### src/rtl/array_rw_init_ctrl.sv
// Request-side controller for a 1R1W synchronous-read SRAM macro.
// Sweeps the array to INIT_VAL after reset/flush, then forwards read/write requests.
module array_rw_init_ctrl #(
  parameter int unsigned ADDR_W   = 7,
  parameter int unsigned DATA_W   = 7,
  parameter int unsigned DEPTH    = 128,
  parameter logic [DATA_W-1:0] INIT_VAL = '0
) (
  input  logic              clock,
  input  logic              reset,
  input  logic              io_flush,
  output logic              io_init_done,
  input  logic              io_r_req_valid,
  output logic              io_r_req_ready,
  input  logic [ADDR_W-1:0] io_r_req_addr,
  output logic              io_r_resp_valid,
  output logic [DATA_W-1:0] io_r_resp_data,
  input  logic              io_w_req_valid,
  output logic              io_w_req_ready,
  input  logic [ADDR_W-1:0] io_w_req_addr,
  input  logic [DATA_W-1:0] io_w_req_data,
  output logic              arr_R0_en,
  output logic [ADDR_W-1:0] arr_R0_addr,
  input  logic [DATA_W-1:0] arr_R0_data,
  output logic              arr_W0_en,
  output logic [ADDR_W-1:0] arr_W0_addr,
  output logic [DATA_W-1:0] arr_W0_data
);

  localparam logic [ADDR_W-1:0] LAST_IDX = ADDR_W'(DEPTH - 1);

  typedef enum logic [0:0] {
    ST_INIT = 1'b0,
    ST_IDLE = 1'b1
  } state_e;

  state_e              state_q, state_d;
  logic [ADDR_W-1:0]   init_cnt_q, init_cnt_d;
  logic                resp_valid_q;
  logic [DATA_W-1:0]   hold_q;
  logic                rd_fire;
  logic                wr_fire;

  assign io_init_done   = (state_q == ST_IDLE);
  assign io_r_req_ready = io_init_done;
  assign io_w_req_ready = io_init_done;

  // Fires are suppressed while reset is high so nothing reaches the macro.
  assign rd_fire = io_r_req_valid && io_init_done && !reset;
  assign wr_fire = io_w_req_valid && io_init_done && !reset;

  // Response data comes straight from the macro on the response cycle, then from the hold register.
  assign io_r_resp_valid = resp_valid_q;
  assign io_r_resp_data  = resp_valid_q ? arr_R0_data : hold_q;

  assign arr_R0_addr = io_r_req_addr;

  always_ff @(posedge clock) begin
    if (reset) begin
      state_q      <= ST_INIT;
      init_cnt_q   <= '0;
      resp_valid_q <= 1'b0;
      hold_q       <= '0;
    end else begin
      state_q      <= state_d;
      init_cnt_q   <= init_cnt_d;
      resp_valid_q <= rd_fire;
      if (resp_valid_q) begin
        hold_q <= arr_R0_data;
      end
    end
  end

  // Next-state and macro port steering.
  always_comb begin
    state_d     = state_q;
    init_cnt_d  = init_cnt_q;
    arr_R0_en   = 1'b0;
    arr_W0_en   = 1'b0;
    arr_W0_addr = io_w_req_addr;
    arr_W0_data = io_w_req_data;

    case (state_q)
      ST_INIT: begin
        arr_W0_en   = !reset;
        arr_W0_addr = init_cnt_q;
        arr_W0_data = INIT_VAL;
        init_cnt_d  = init_cnt_q + ADDR_W'(1);
        if (init_cnt_q == LAST_IDX) begin
          init_cnt_d = '0;
          state_d    = ST_IDLE;
        end
      end
      ST_IDLE: begin
        arr_R0_en = rd_fire;
        arr_W0_en = wr_fire;
        if (io_flush) begin
          state_d    = ST_INIT;
          init_cnt_d = '0;
        end
      end
      default: begin
        state_d    = ST_INIT;
        init_cnt_d = '0;
      end
    endcase
  end

endmodule
### config.mk
export PLATFORM = sky130hd
export DESIGN_NAME = array_rw_init_ctrl
export DESIGN_NICKNAME = d
export VERILOG_FILES = /design/src/rtl/array_rw_init_ctrl.sv
export SDC_FILE = /design/constraint.sdc
export NUM_CORES = 1
export LEC_CHECK = 0
export CELL_PAD_IN_SITES_DETAIL_PLACEMENT = 1
export CELL_PAD_IN_SITES_GLOBAL_PLACEMENT = 2
export CORE_ASPECT_RATIO = 1.5
export CORE_MARGIN = 2
export CORE_UTILIZATION = 18
export DETAILED_ROUTE_END_ITERATION = 16
export GPL_TIMING_DRIVEN = 0
export PLACE_DENSITY = 0.87
export RECOVER_POWER = 100
export SETUP_SLACK_MARGIN = 0.3
export SLEW_MARGIN = 25
export SYNTH_ARGS = -nofsm -noshare
export SYNTH_HDL_FRONTEND = slang
export SYNTH_SLANG_ARGS = --single-unit
### constraint.sdc
create_clock -name clock -period 1.7 [get_ports clock]
set_input_delay 0.425 -clock clock [delete_from_list [all_inputs] [get_ports clock]]
set_output_delay 0.425 -clock clock [all_outputs]
set_load 0.005 [all_outputs]
# Yosys cells after proc, flatten, opt, wreduce, memory -nomap -nowiden
# Index checks and enable logic that the tools add are counted.
# word_totals
register_bits,16
output_inout_bits,34
elab_cells,24
input_bits,33
# classes
n_bitwise,1
reduce_logical,5
add_sub_neg,1
eq_ne,2
mux,11
# ops
operator,n
$mux W7,5
$pmux W7 S2,1
$add A7 B1 Y7 const B,1
$eq A7 B7 Y1 const B,1
$logic_and A1 B1 Y1,4
$pmux W1 S2,2
$mux W1,3
$ne A2 B2 Y1 const B,1
$logic_not A1 Y1,1
$not A1 Y1,1

# Depth between registers and ports, before layout
# depth
ltp_word,3
ltp_mapped,5
mapped_depth_nobuf,4

# Worst setup path after synthesis
# No wires, ideal clock.
# synth_path
path_type,register to output
startpoint,"register state_q, in the netlist io_init_done"
endpoint,output arr_W0_addr[0]
t_required_ps,1275
path_buffers,2
stages_incl_launch_ff,4
arrival_ps,1090
setup_slack_ps,185
cell_sequence,dfxtp_1 buf_4 buf_2 mux2_2
# synth_between
elab_chain_cells,1
# synth_rtl
item,line_no,source
start: declaration,37,"state_e state_q, state_d;"
start signal: assignment,65,state_q <= state_d;
$mux W7,83,case (state_q)
end: declaration,26,"output logic [ADDR_W-1:0] arr_W0_addr,"
# No other way between the ends.

# Final worst setup path
# layout_path
startpoint,"register state_q, in the netlist io_init_done"
endpoint,output arr_W0_addr[2]
# The elaborated chain is that of the path after synthesis.

==> impl_metrics.py <==
metrics = {
    "outcome": {
        "status": "finished with violations",
        "violations": "negative setup slack",
    },
    "logic_synthesis": {
        "synth_seq_cells": 16,
        "synth-simple-area-share_pct": 22.5,
        "yosysSeqAreaShare_pct": 33.9,
        "syn_area_sq_um": 946,
        "synth_xor_area_share_pct": 0,
        "synthAdderAreaFrac_pct": 1.32,
        "synth.distinct_cells": 32,
        "synth_compound_gate_area_share_pct": 13.2,
        "synth_cells": 105,
        "synth_mux_area_share_pct": 15.5,
        "ys_warn_count": 0,
        "syn_avg_cell_area_sq_um": 9.01,
        "mappedNetlistNets": 139,
        "synth_top_family_by_area": "simple AND/OR/NAND/NOR gates",
    },
    "power_and_ir_drop": {
        "pwr_density_cell_nw_per_um2": 424,
        "ir_worst_vdd_uv": 245,
        "leakagePower_uw": 0.000846,
    },
    "setup_path": {
        "critPathKind": "reg2out",
        "start_kind": "flop",
        "required_ns": 1.27,
        "crit_path_max_fanout": 6,
        "reg2regPathDepth": 6,
        "reg2reg_setup_slack_ns": 0.32,
        "endpoint_kind": "output pin",
        "crit_arrival_ns": 1.37,
        "r2r_start": "io_init_done",
        "r2r-end": "io_init_done",
    },
    "global_routing": {
        "grt_max_degree": 11,
        "grtUsageMet3_pct": 2.67,
        "antenna_found_initial": 0,
        "grt_usage_pct": 10.9,
        "grt.overflow.total": 0,
        "grt_use_met1_pct": 11.6,
        "grt_busiest_layer": "met2",
        "grt_pass1_wl_mm": 5.09,
        "met2_usage_pct": 20.9,
        "grt_pass1_vias": 1077,
    },
    "place": {
        "gp_congestion": 0.696,
        "io_buffers": 59,
        "place_ws_ns": -0.720,
        "dp_hpwl_mm": 2.28,
    },
    "min_path": {
        "min_path_type": "reg2reg",
        "min_delay_worst_endpoint": "init_cnt_q[0]",
        "holdPathStages": 1,
        "hold_start": "init_cnt_q[0]",
    },
    "floorplan": {
        "start_util_pct": 18.5,
        "row_count": 32,
        "die_w_um": 63.2,
        "dieArea_sq_um": 5860,
        "coreArea_sq_um": 5120,
        "die_h_um": 92.8,
        "pin_count": 67,
    },
    "final_layout": {
        "layout-drive-gt1-share_pct": 48.9,
        "nNetsFinal": 224,
        "area_delta_synth_final_pct": 106,
        "num_antenna_cells": 0,
        "final_common_cell": "buf_6",
        "layout_common_cells": "23 x buf_6, 21 x buf_4, 21 x clkdlybuf4s50_1, 13 x dfxtp_1, 12 x buf_2",
        "fillers": 622,
        "postLayoutCoreUtil_pct": 38.0,
    },
    "sta": {
        "finalWorstSetupSlack_ns": -0.0911,
        "grt_setup_unrepaired": "true",
        "skew_ns": 0.00205,
        "period_needed_ns": 1.79,
        "slew_headroom_pct": 79.1,
        "setup_viol": 9,
        "fmax_mhz": 558,
        "maxSlewViolCount": 0,
        "finalHoldViolations": 0,
        "worst_slew_pin_slew_ns": 0.309,
        "period_share_pct": 105,
    },
    "clock_network": {
        "cts.htree.levels": 1,
        "numCtsBuffers": 3,
        "cts_tree": "done",
        "hold_buffers": 0,
        "clk_pin_slew_worst_paths_ns": 0.06,
        "clock_latency_ns": 0.25,
        "clockBufferDepth": 2,
        "cts_sinks": 16,
        "cts-root-buf": "clkbuf_8",
    },
    "detailed_routing": {
        "routed_wl_mm": 3.41,
        "final_antenna_net_count": 0,
        "dr.pass1.iters": 4,
        "drcViolationCount": 0,
        "dr_total_vias": 1120,
        "drtIter0Drc": 15,
        "vias_per_cell": 4.38,
        "wire_per_inst_um": 13.3,
    },
    "flow_run": {
        "maxCapViolations": 0,
    },
}
==> flip-flops by register name (all words and copies together) (netlist names) <==
| signal | cells |
|---|---|
| io_init_done | 1 |
| hold_q | 7 |
| init_cnt_q | 7 |
| io_r_resp_valid | 1 |
==> stage by stage <==
| stage | std cells | setup TNS [ns] | instance area, sq um | power [uW] | hold slack [ns] |
|---|---|---|---|---|---|
| 5_1_grt | 256 | -1.32 | 1950 | 869 | 0.517 |
| 4_1_cts | 249 | -0.629 | 1830 | 832 | 0.530 |
| 6_report | 256 | -0.602 | 1950 | 826 | 0.501 |
| 3_5_place_dp | 232 | -6.68 | 1630 | 538 | 0.539 |
| 3_3_place_gp | 232 | -6.52 | 1630 | 536 | 0.523 |
| 2_1_floorplan | 105 | 0 | 953 | 439 | 0.487 |
==> worst max-delay path, stage by stage, from the launching register on <==
cell     delay [ns]
dfxtp_4        0.34
buf_6          0.12
buf_8          0.12
buf_8          0.12
mux2_4         0.30
buf_6          0.11
==> cells in the mapped netlist <==
cell / instances / share of area, %
dfxtp_1: 16 / 34
mux2_2: 13 / 15
buf_4: 12 / 9.5
nor2b_1: 8 / 5.3
a21oi_1: 7 / 3.7
and2_1: 7 / 4.6
inv_1: 4 / 1.6
nand2_1: 4 / 1.6
o21ai_0: 4 / 2.1
nor2_1: 3 / 1.2
clkbuf_1: 2 / 0.79
nand3_1: 2 / 1.1
nand3b_1: 2 / 1.6
nor3b_1: 2 / 1.6
or3_1: 2 / 1.3
a22oi_1: 1 / 0.79
a311o_1: 1 / 1.1
a31oi_1: 1 / 0.66
a41oi_1: 1 / 0.93
and3_2: 1 / 0.79
buf_2: 1 / 0.53
buf_6: 1 / 1.2
ha_1: 1 / 1.3
nand3_2: 1 / 1.1
nor3_1: 1 / 0.53
nor4bb_1: 1 / 1.1
o2111ai_1: 1 / 0.93
o211ai_1: 1 / 0.79
o21ai_1: 1 / 0.53
o311ai_0: 1 / 0.93
o31ai_1: 1 / 0.79
or4_1: 1 / 0.79
==> how the worst max path moves through the flow <==
stage	from	end	slack, ns	cells after the start
2_1_floorplan	io_init_done	arr_W0_addr[0]	0.32	3
3_3_place_gp	reset	arr_R0_en	-0.68	5
3_5_place_dp	reset	arr_R0_en	-0.72	5
4_1_cts	io_init_done	arr_W0_addr[2]	-0.09	5
5_1_grt	io_init_done	arr_W0_addr[2]	-0.14	5
6_report	io_init_done	arr_W0_addr[2]	-0.09	5
==> cell families after synthesis <==
group,count (synthesis)
and+or+nand+nor,35
AOI/OAI and AO/OA,20
buffers and inverters,20
DFF,16
muxes,13
adders and majority gates,1
==> layout make-up <==
class | count | area [sq um] | area share, %
Multi-Input combinational cell | 69 | 578 | 29.7
Tap cell | 68 | 85.1 | 4.37
Timing Repair Buffer | 80 | 737 | 37.9
Sequential cell | 16 | 332 | 17.0
Buffer | 16 | 156 | 8.03
Clock buffer | 3 | 41.3 | 2.12
Inverter | 4 | 17.5 | 0.900
==> metal layers <==
metal / vias to the layer above / wire [um]
met5: - / 0
met4: 0 / 26
met3: 4 / 290
met2: 55 / 1820
met1: 533 / 1270
li1: 528 / -
==> power by group <==
part	switching, uW	internal, uW
registers	12.1	380
clock network	131	157
logic	41.2	105
total	184	641
==> what timing repair did <==
item,in CTS,in global routing
resized for setup,154,24
pin swaps,1,5
buffers inserted,13,7
setup endpoints to repair,37,30
gates cloned,1,0
Power figures use the tool's default switching activity.
